## config.mk

```make
export PLATFORM = sky130hd
export DESIGN_NAME = servant_spi_mem
export DESIGN_NICKNAME = d
export VERILOG_FILES = /design/src/rtl/servant_spi_mem_pkg.sv /design/src/rtl/servant_spi_shifter.sv /design/src/rtl/servant_spi_mem.sv
export SDC_FILE = /design/constraint.sdc
export NUM_CORES = 1
export LEC_CHECK = 0
export CAP_MARGIN = 20
export CORE_ASPECT_RATIO = 0.75
export CORE_MARGIN = 3
export CORE_UTILIZATION = 45
export DETAILED_ROUTE_END_ITERATION = 8
export DONT_BUFFER_PORTS = 1
export PLACE_DENSITY = 0.7
export SETUP_SLACK_MARGIN = 0.1
export SLEW_MARGIN = 30
export SYNTH_ARGS = -nofsm -noshare
export SYNTH_HDL_FRONTEND = slang
export SYNTH_HIERARCHICAL = 1
export SYNTH_SLANG_ARGS = --single-unit
export TNS_END_PERCENT = 20
```

## constraint.sdc

```tcl
create_clock -name clk -period 3.15 [get_ports clk]
set_input_delay 0.1575 -clock clk [delete_from_list [all_inputs] [get_ports clk]]
set_output_delay 0.1575 -clock clk [all_outputs]
set_load 0.05 [all_outputs]
```

## src/rtl/servant_spi_mem_pkg.sv

```systemverilog
// Shared definitions for the servant SPI-SRAM memory responder:
// opcodes, FSM encoding and byte-enable helpers.
package servant_spi_mem_pkg;

    localparam logic [7:0] SPI_READ  = 8'h03;
    localparam logic [7:0] SPI_WRITE = 8'h02;

    typedef enum logic [2:0] {
        StIdle,
        StCmd,
        StAddr,
        StData,
        StDone
    } state_e;

    function automatic logic [1:0] sel_first(input logic [3:0] sel);
        logic [1:0] idx;
        idx = 2'd0;
        for (int i = 3; i >= 0; i--) begin
            if (sel[i]) idx = 2'(i);
        end
        return idx;
    endfunction

    function automatic logic [2:0] sel_count(input logic [3:0] sel);
        logic [2:0] n;
        n = 3'd0;
        for (int i = 0; i < 4; i++) begin
            n = n + {2'b00, sel[i]};
        end
        return n;
    endfunction

    function automatic logic [31:0] bswap32(input logic [31:0] w);
        return {w[7:0], w[15:8], w[23:16], w[31:24]};
    endfunction

endpackage

```

## src/rtl/servant_spi_shifter.sv

```systemverilog
// SPI mode-0 bit engine: sclk phase toggle, MSB-first MOSI shift-out and MISO shift-in.
// bit_done_o marks the sclk-high cycle, at whose end MISO is sampled.
module servant_spi_shifter (
    input  logic        clk,
    input  logic        rst_n,
    input  logic        en_i,
    input  logic        load_i,
    input  logic [31:0] load_data_i,
    input  logic        miso_i,
    output logic        sclk_o,
    output logic        mosi_o,
    output logic        bit_done_o,
    output logic [31:0] rx_word_o
);

    logic        phase_q, phase_d;
    logic [31:0] tx_q, tx_d;
    logic [30:0] rx_q, rx_d;

    always_comb begin
        bit_done_o = en_i & phase_q;
        phase_d    = 1'b0;
        tx_d       = tx_q;
        rx_d       = rx_q;
        if (load_i) begin
            // A load always restarts on the sclk-low half of a new bit.
            tx_d = load_data_i;
        end else if (en_i) begin
            phase_d = ~phase_q;
            if (phase_q) tx_d = {tx_q[30:0], 1'b0};
        end
        if (bit_done_o) rx_d = {rx_q[29:0], miso_i};
    end

    always_ff @(posedge clk or negedge rst_n) begin
        if (!rst_n) begin
            phase_q <= 1'b0;
            tx_q    <= '0;
            rx_q    <= '0;
        end else begin
            phase_q <= phase_d;
            tx_q    <= tx_d;
            rx_q    <= rx_d;
        end
    end

    assign sclk_o    = phase_q;
    assign mosi_o    = en_i & tx_q[31];
    assign rx_word_o = {rx_q, miso_i};

endmodule

```

## src/rtl/servant_spi_mem.sv

```systemverilog
// Wishbone memory slave backed by an external serial SRAM: each access becomes one
// SPI transaction (command, address, data) and is acked when the transaction ends.
module servant_spi_mem
    import servant_spi_mem_pkg::*;
#(
    parameter int unsigned ADDR_W = 16
) (
    input  logic        clk,
    input  logic        rst_n,
    input  logic [31:0] i_wb_adr,
    input  logic [31:0] i_wb_dat,
    input  logic [3:0]  i_wb_sel,
    input  logic        i_wb_we,
    input  logic        i_wb_cyc,
    output logic [31:0] o_wb_rdt,
    output logic        o_wb_ack,
    output logic        o_spi_sclk,
    output logic        o_spi_cs_n,
    output logic        o_spi_mosi,
    input  logic        i_spi_miso
);

    localparam int unsigned     NMax     = 8 + ADDR_W + 32;
    localparam int unsigned     CntW     = $clog2(NMax);
    localparam logic [CntW-1:0] CmdLast  = CntW'(7);
    localparam logic [CntW-1:0] AddrLast = CntW'(8 + ADDR_W - 1);

    state_e state_q, state_d;

    logic [CntW-1:0]   cnt_q, cnt_d;
    logic [CntW-1:0]   data_last;
    logic              we_q;
    logic [ADDR_W-3:0] adr_q;
    logic [31:0]       dat_q;
    logic [3:0]        sel_q;
    logic [31:0]       rdt_q, rdt_d;

    logic              start;
    logic              active;
    logic              load;
    logic [31:0]       load_data;
    logic              bit_done;
    logic              sh_mosi;
    logic              sh_sclk;
    logic [31:0]       rx_word;
    logic [ADDR_W-1:0] addr_field;
    logic [31:0]       wr_word;

    // Upper address bits alias freely and the word offset is rebuilt from sel.
    logic unused_adr;
    assign unused_adr = ^{i_wb_adr[31:ADDR_W], i_wb_adr[1:0]};

    always_comb begin
        addr_field = {adr_q, (we_q ? sel_first(sel_q) : 2'b00)};
        wr_word    = dat_q >> {sel_first(sel_q), 3'b000};
        data_last  = AddrLast + (we_q ? CntW'({sel_count(sel_q), 3'b000}) : CntW'(32));
    end

    always_ff @(posedge clk or negedge rst_n) begin
        if (!rst_n) state_q <= StIdle;
        else        state_q <= state_d;
    end

    always_comb begin
        state_d = state_q;
        unique case (state_q)
            StIdle: begin
                if (i_wb_cyc) begin
                    state_d = (i_wb_we && i_wb_sel == 4'b0000) ? StDone : StCmd;
                end
            end
            StCmd:   if (bit_done && cnt_q == CmdLast)   state_d = StAddr;
            StAddr:  if (bit_done && cnt_q == AddrLast)  state_d = StData;
            StData:  if (bit_done && cnt_q == data_last) state_d = StDone;
            StDone:  state_d = StIdle;
            default: state_d = StIdle;
        endcase
    end

    always_comb begin
        active    = state_q inside {StCmd, StAddr, StData};
        start     = (state_q == StIdle) && (state_d == StCmd);
        load      = 1'b0;
        load_data = '0;
        if (start) begin
            load      = 1'b1;
            load_data = {(i_wb_we ? SPI_WRITE : SPI_READ), 24'h0};
        end else if (state_q == StCmd && state_d == StAddr) begin
            load      = 1'b1;
            load_data = 32'(addr_field) << (32 - ADDR_W);
        end else if (state_q == StAddr && state_d == StData) begin
            load      = 1'b1;
            load_data = we_q ? bswap32(wr_word) : 32'h0;
        end
        o_wb_ack   = (state_q == StDone);
        o_spi_cs_n = ~active;
        o_spi_sclk = sh_sclk;
        o_spi_mosi = sh_mosi;
    end

    always_comb begin
        cnt_d = cnt_q;
        if (start)         cnt_d = '0;
        else if (bit_done) cnt_d = cnt_q + CntW'(1);
        rdt_d = rdt_q;
        // First byte received lands in the low lane.
        if (state_q == StData && !we_q && bit_done) rdt_d = bswap32(rx_word);
    end

    always_ff @(posedge clk or negedge rst_n) begin
        if (!rst_n) begin
            cnt_q <= '0;
            rdt_q <= '0;
            we_q  <= 1'b0;
            adr_q <= '0;
            dat_q <= '0;
            sel_q <= '0;
        end else begin
            cnt_q <= cnt_d;
            rdt_q <= rdt_d;
            if (start) begin
                we_q  <= i_wb_we;
                adr_q <= i_wb_adr[ADDR_W-1:2];
                dat_q <= i_wb_dat;
                sel_q <= i_wb_sel;
            end
        end
    end

    assign o_wb_rdt = rdt_q;

    servant_spi_shifter u_shifter (
        .clk         (clk),
        .rst_n       (rst_n),
        .en_i        (active),
        .load_i      (load),
        .load_data_i (load_data),
        .miso_i      (i_spi_miso),
        .sclk_o      (sh_sclk),
        .mosi_o      (sh_mosi),
        .bit_done_o  (bit_done),
        .rx_word_o   (rx_word)
    );

endmodule

```

==> results.sh <==
export IMPL_cts_clk_slew_worst_paths_ps=70
export IMPL_r2r_start="sel_q[1]"
export IMPL_async_flop_share_pct=100
export IMPL_whs_ps=-578
export IMPL_die_x_um=158
export IMPL_cp_arrival_ps=3160
export IMPL_violations="hold timing"
export IMPL_h_tree_depth=4
export IMPL_drtAntennaViolNets=0
export IMPL_rsz0062_at_grt="no"
export IMPL_drive_gt1_share_pct=16.1
export IMPL_synth_top_area_share_pct=50.1
export IMPL_finalCoreUtilization_pct=54.6
export IMPL_grt_max_degree=157
export IMPL_reg2reg_slack_ps=310
export IMPL_min_period_ps=2840
export IMPL_leakage_nw=4.05
export IMPL_gp_congestion=0.889
export IMPL_synth_ff_type="dfrtp_1"
export IMPL_hold_viol=156
export IMPL_finalCritPeriodShare_pct=90.3
export IMPL_irDropWorstVdd_mv=0.471
export IMPL_ys_seq_area_share_pct=50.1
export IMPL_finClkSkew_ps=18.4
export IMPL_die_h_um=120
export IMPL_clockBufferDepth=2
export IMPL_cts_sinks=156
export IMPL_slew_headroom_pct=40.1
export IMPL_grt_use_total_pct=19.5
export IMPL_wl_mm=17.8
export IMPL_setup_viol=0
export IMPL_place_port_buffers=0
export IMPL_vias=5565
export IMPL_finalSetupTns_ps=0
export IMPL_yosysMostFrequentCell="nand2_1"
export IMPL_clockRootBuffer="clkbuf_16"
export IMPL_tritoncts="done"
export IMPL_end_kind="flip-flop"
export IMPL_worst_slew_pin_slew_ps=891
export IMPL_dpl_cell_area_mm2=0.00786
export IMPL_drt_first_iter_violations=498
export IMPL_ctsHoldBuffers=54
export IMPL_maxClockFrequency_ghz=0.352
export IMPL_grt_antenna_before_repair=0
export IMPL_core_area_mm2=0.0165
export IMPL_ys_ff_latch=156
export IMPL_worstPathRequired_ps=3460
export IMPL_dp_hpwl_mm=11.6
export IMPL_cp_max_fo=11
export IMPL_synth_edf_count=0
export IMPL_netlist_instances=726
export IMPL_ys_warn_count=6
export IMPL_drv_slew=0
export IMPL_drtPass1Iterations=4
export IMPL_wl_per_cell_um=18.2
export IMPL_startpoint_type="flip-flop"
export IMPL_synth_commonest_cells="nand2_1 (188), dfrtp_1 (156), nand2b_1 (35)"
export IMPL_synth_nets=803
export IMPL_start_util_pct=47.3
export IMPL_drv_cap=0
export IMPL_fin_area_mm2=0.00899
export IMPL_ys_types=69
export IMPL_grt_pass1_vias=5647
export IMPL_routed_via_density=5.68
export IMPL_antenna_cells=0
export IMPL_fp_row_count=40
export IMPL_yosysTopAreaCell="dfrtp_1"
export IMPL_hold_class="input port to asynchronous set/reset pin"
export IMPL_p_per_area_mw_per_mm2=932
export IMPL_syn_area_per_cell_um2=10.7
export IMPL_dieArea_mm2=0.0189
export IMPL_synth_cell_area_mm2=0.00779
export IMPL_synth_area_top_cells="dfrtp_1 (50%), nand2_1 (9.1%), mux2_4 (5.2%)"
export IMPL_clk_latency_ps=430
export IMPL_crit_type="flip-flop to flip-flop"
export IMPL_reg2reg_to="state_q[1]"
export IMPL_drc=0
export IMPL_grt_first_pass_wirelength_mm=29.4
export IMPL_status="finished with violations"
export IMPL_final_nets=834
export IMPL_area_growth_pct=15.5
export IMPL_cts_buffers_inserted=17
export IMPL_gr_total_overflow=0
export IMPL_io_pins=109
export IMPL_rr_worst_depth=9
[repair_timing]
item                                    CTS  global route
gates resized for setup                   0             1
endpoints found under the setup margin    0             1
endpoints found under the hold margin   210           156
buffers inserted                          0             0
[kinds of logic (layout without fill, tap and decap cells)]
family | count (synthesis) | count (layout) | synth area share (%)
simple gates | 314 | 314 | 20.4
buf+inv | 66 | 109 | 4.61
flops | 156 | 156 | 50.1
fa+ha+maj | 4 | 4 | 0.739
xor+xnor | 5 | 5 | 0.562
compound gates | 97 | 97 | 9.85
mux | 84 | 84 | 13.8
[through the flow]
| step | setup WS, ps | std cells | power (mW) |
|---|---|---|---|
| final | 305 | 979 | 8.38 |
| after global routing | 148 | 979 | 8.87 |
| after CTS | 271 | 979 | 8.41 |
| after detailed placement | 278 | 894 | 6.29 |
| after global placement | 348 | 894 | 6.15 |
| after floorplan | 143 | 726 | 5.67 |
[worst max-delay path by stage]
stage / from / end / depth (start not counted)
finish: sel_q[1] / state_q[1] / 9
global route: sel_q[1] / state_q[1] / 9
CTS: sel_q[0] / state_q[1] / 9
detailed placement: sel_q[0] / state_q[1] / 9
global placement: sel_q[0] / state_q[1] / 9
floorplan: u_shifter/sclk_o / u_shifter/tx_q[10] / 11
[area by class of cell]
| type | count | area, um2 |
|---|---|---|
| Fill cell | 1401 | 7470 |
| Sequential cell | 156 | 3910 |
| Multi-Input combinational cell | 504 | 3550 |
| Timing Repair Buffer | 67 | 654 |
| Clock buffer | 19 | 443 |
| Tap cell | 210 | 263 |
| Clock inverter | 12 | 139 |
| Inverter | 11 | 41.3 |
[state kept, by name, indices dropped and copies added (netlist names)]
signal,count
sel_q,4
adr_q,14
u_shifter/sclk_o,1
dat_q,32
cnt_q,6
o_wb_rdt,32
u_shifter/tx_q,32
state_q,3
u_shifter/rx_q,31
we_q,1
[critical path, stage by stage, from the launching register on]
cell and delay [ps]:
dfrtp_1 580, inv_1 190, fa_1 530, inv_1 50
ha_1 170, ha_1 210, nand4bb_1 200, o22a_1 250
a211o_1 310, a31o_2 240
[report_power, final]
part	switching, mW	internal [mW]
Combinational	1.45	1.25
Sequential	1.01	2.63
Clock	0.845	1.19
[layout by cell type, fill, tap and decap left out, types with 3 or more instances in the layout]
cell and instances:
mux2_2 34, nor2_1 18, o211ai_1 30, a22o_1 5, o21ai_0 13, and2_1 3
xor2_1 3, dlygate4sd3_1 54, mux2i_1 17, and3_1 9, clkbuf_16 17, nand2b_1 35
nor3b_1 4, nand4b_1 32, o21ai_1 4, inv_1 11, dfrtp_1 155, a21oi_1 5
ha_1 3, a211o_1 3, inv_6 3, clkinvlp_4 4, mux2_4 27, buf_4 11
a22oi_1 10, nor2b_1 5, nand2_1 188, mux4_2 4
[routing by layer]
layer  part of all wire (%)  up-vias  global-route usage, %
met5                      0        -                      0
met4                    1.2        0                   4.77
met3                    5.7       25                   4.83
met2                     46      151                   30.1
met1                     47     2796                   27.7
li1                       -     2593                      -
No activity file was read; power rests on OpenSTA's default activity.
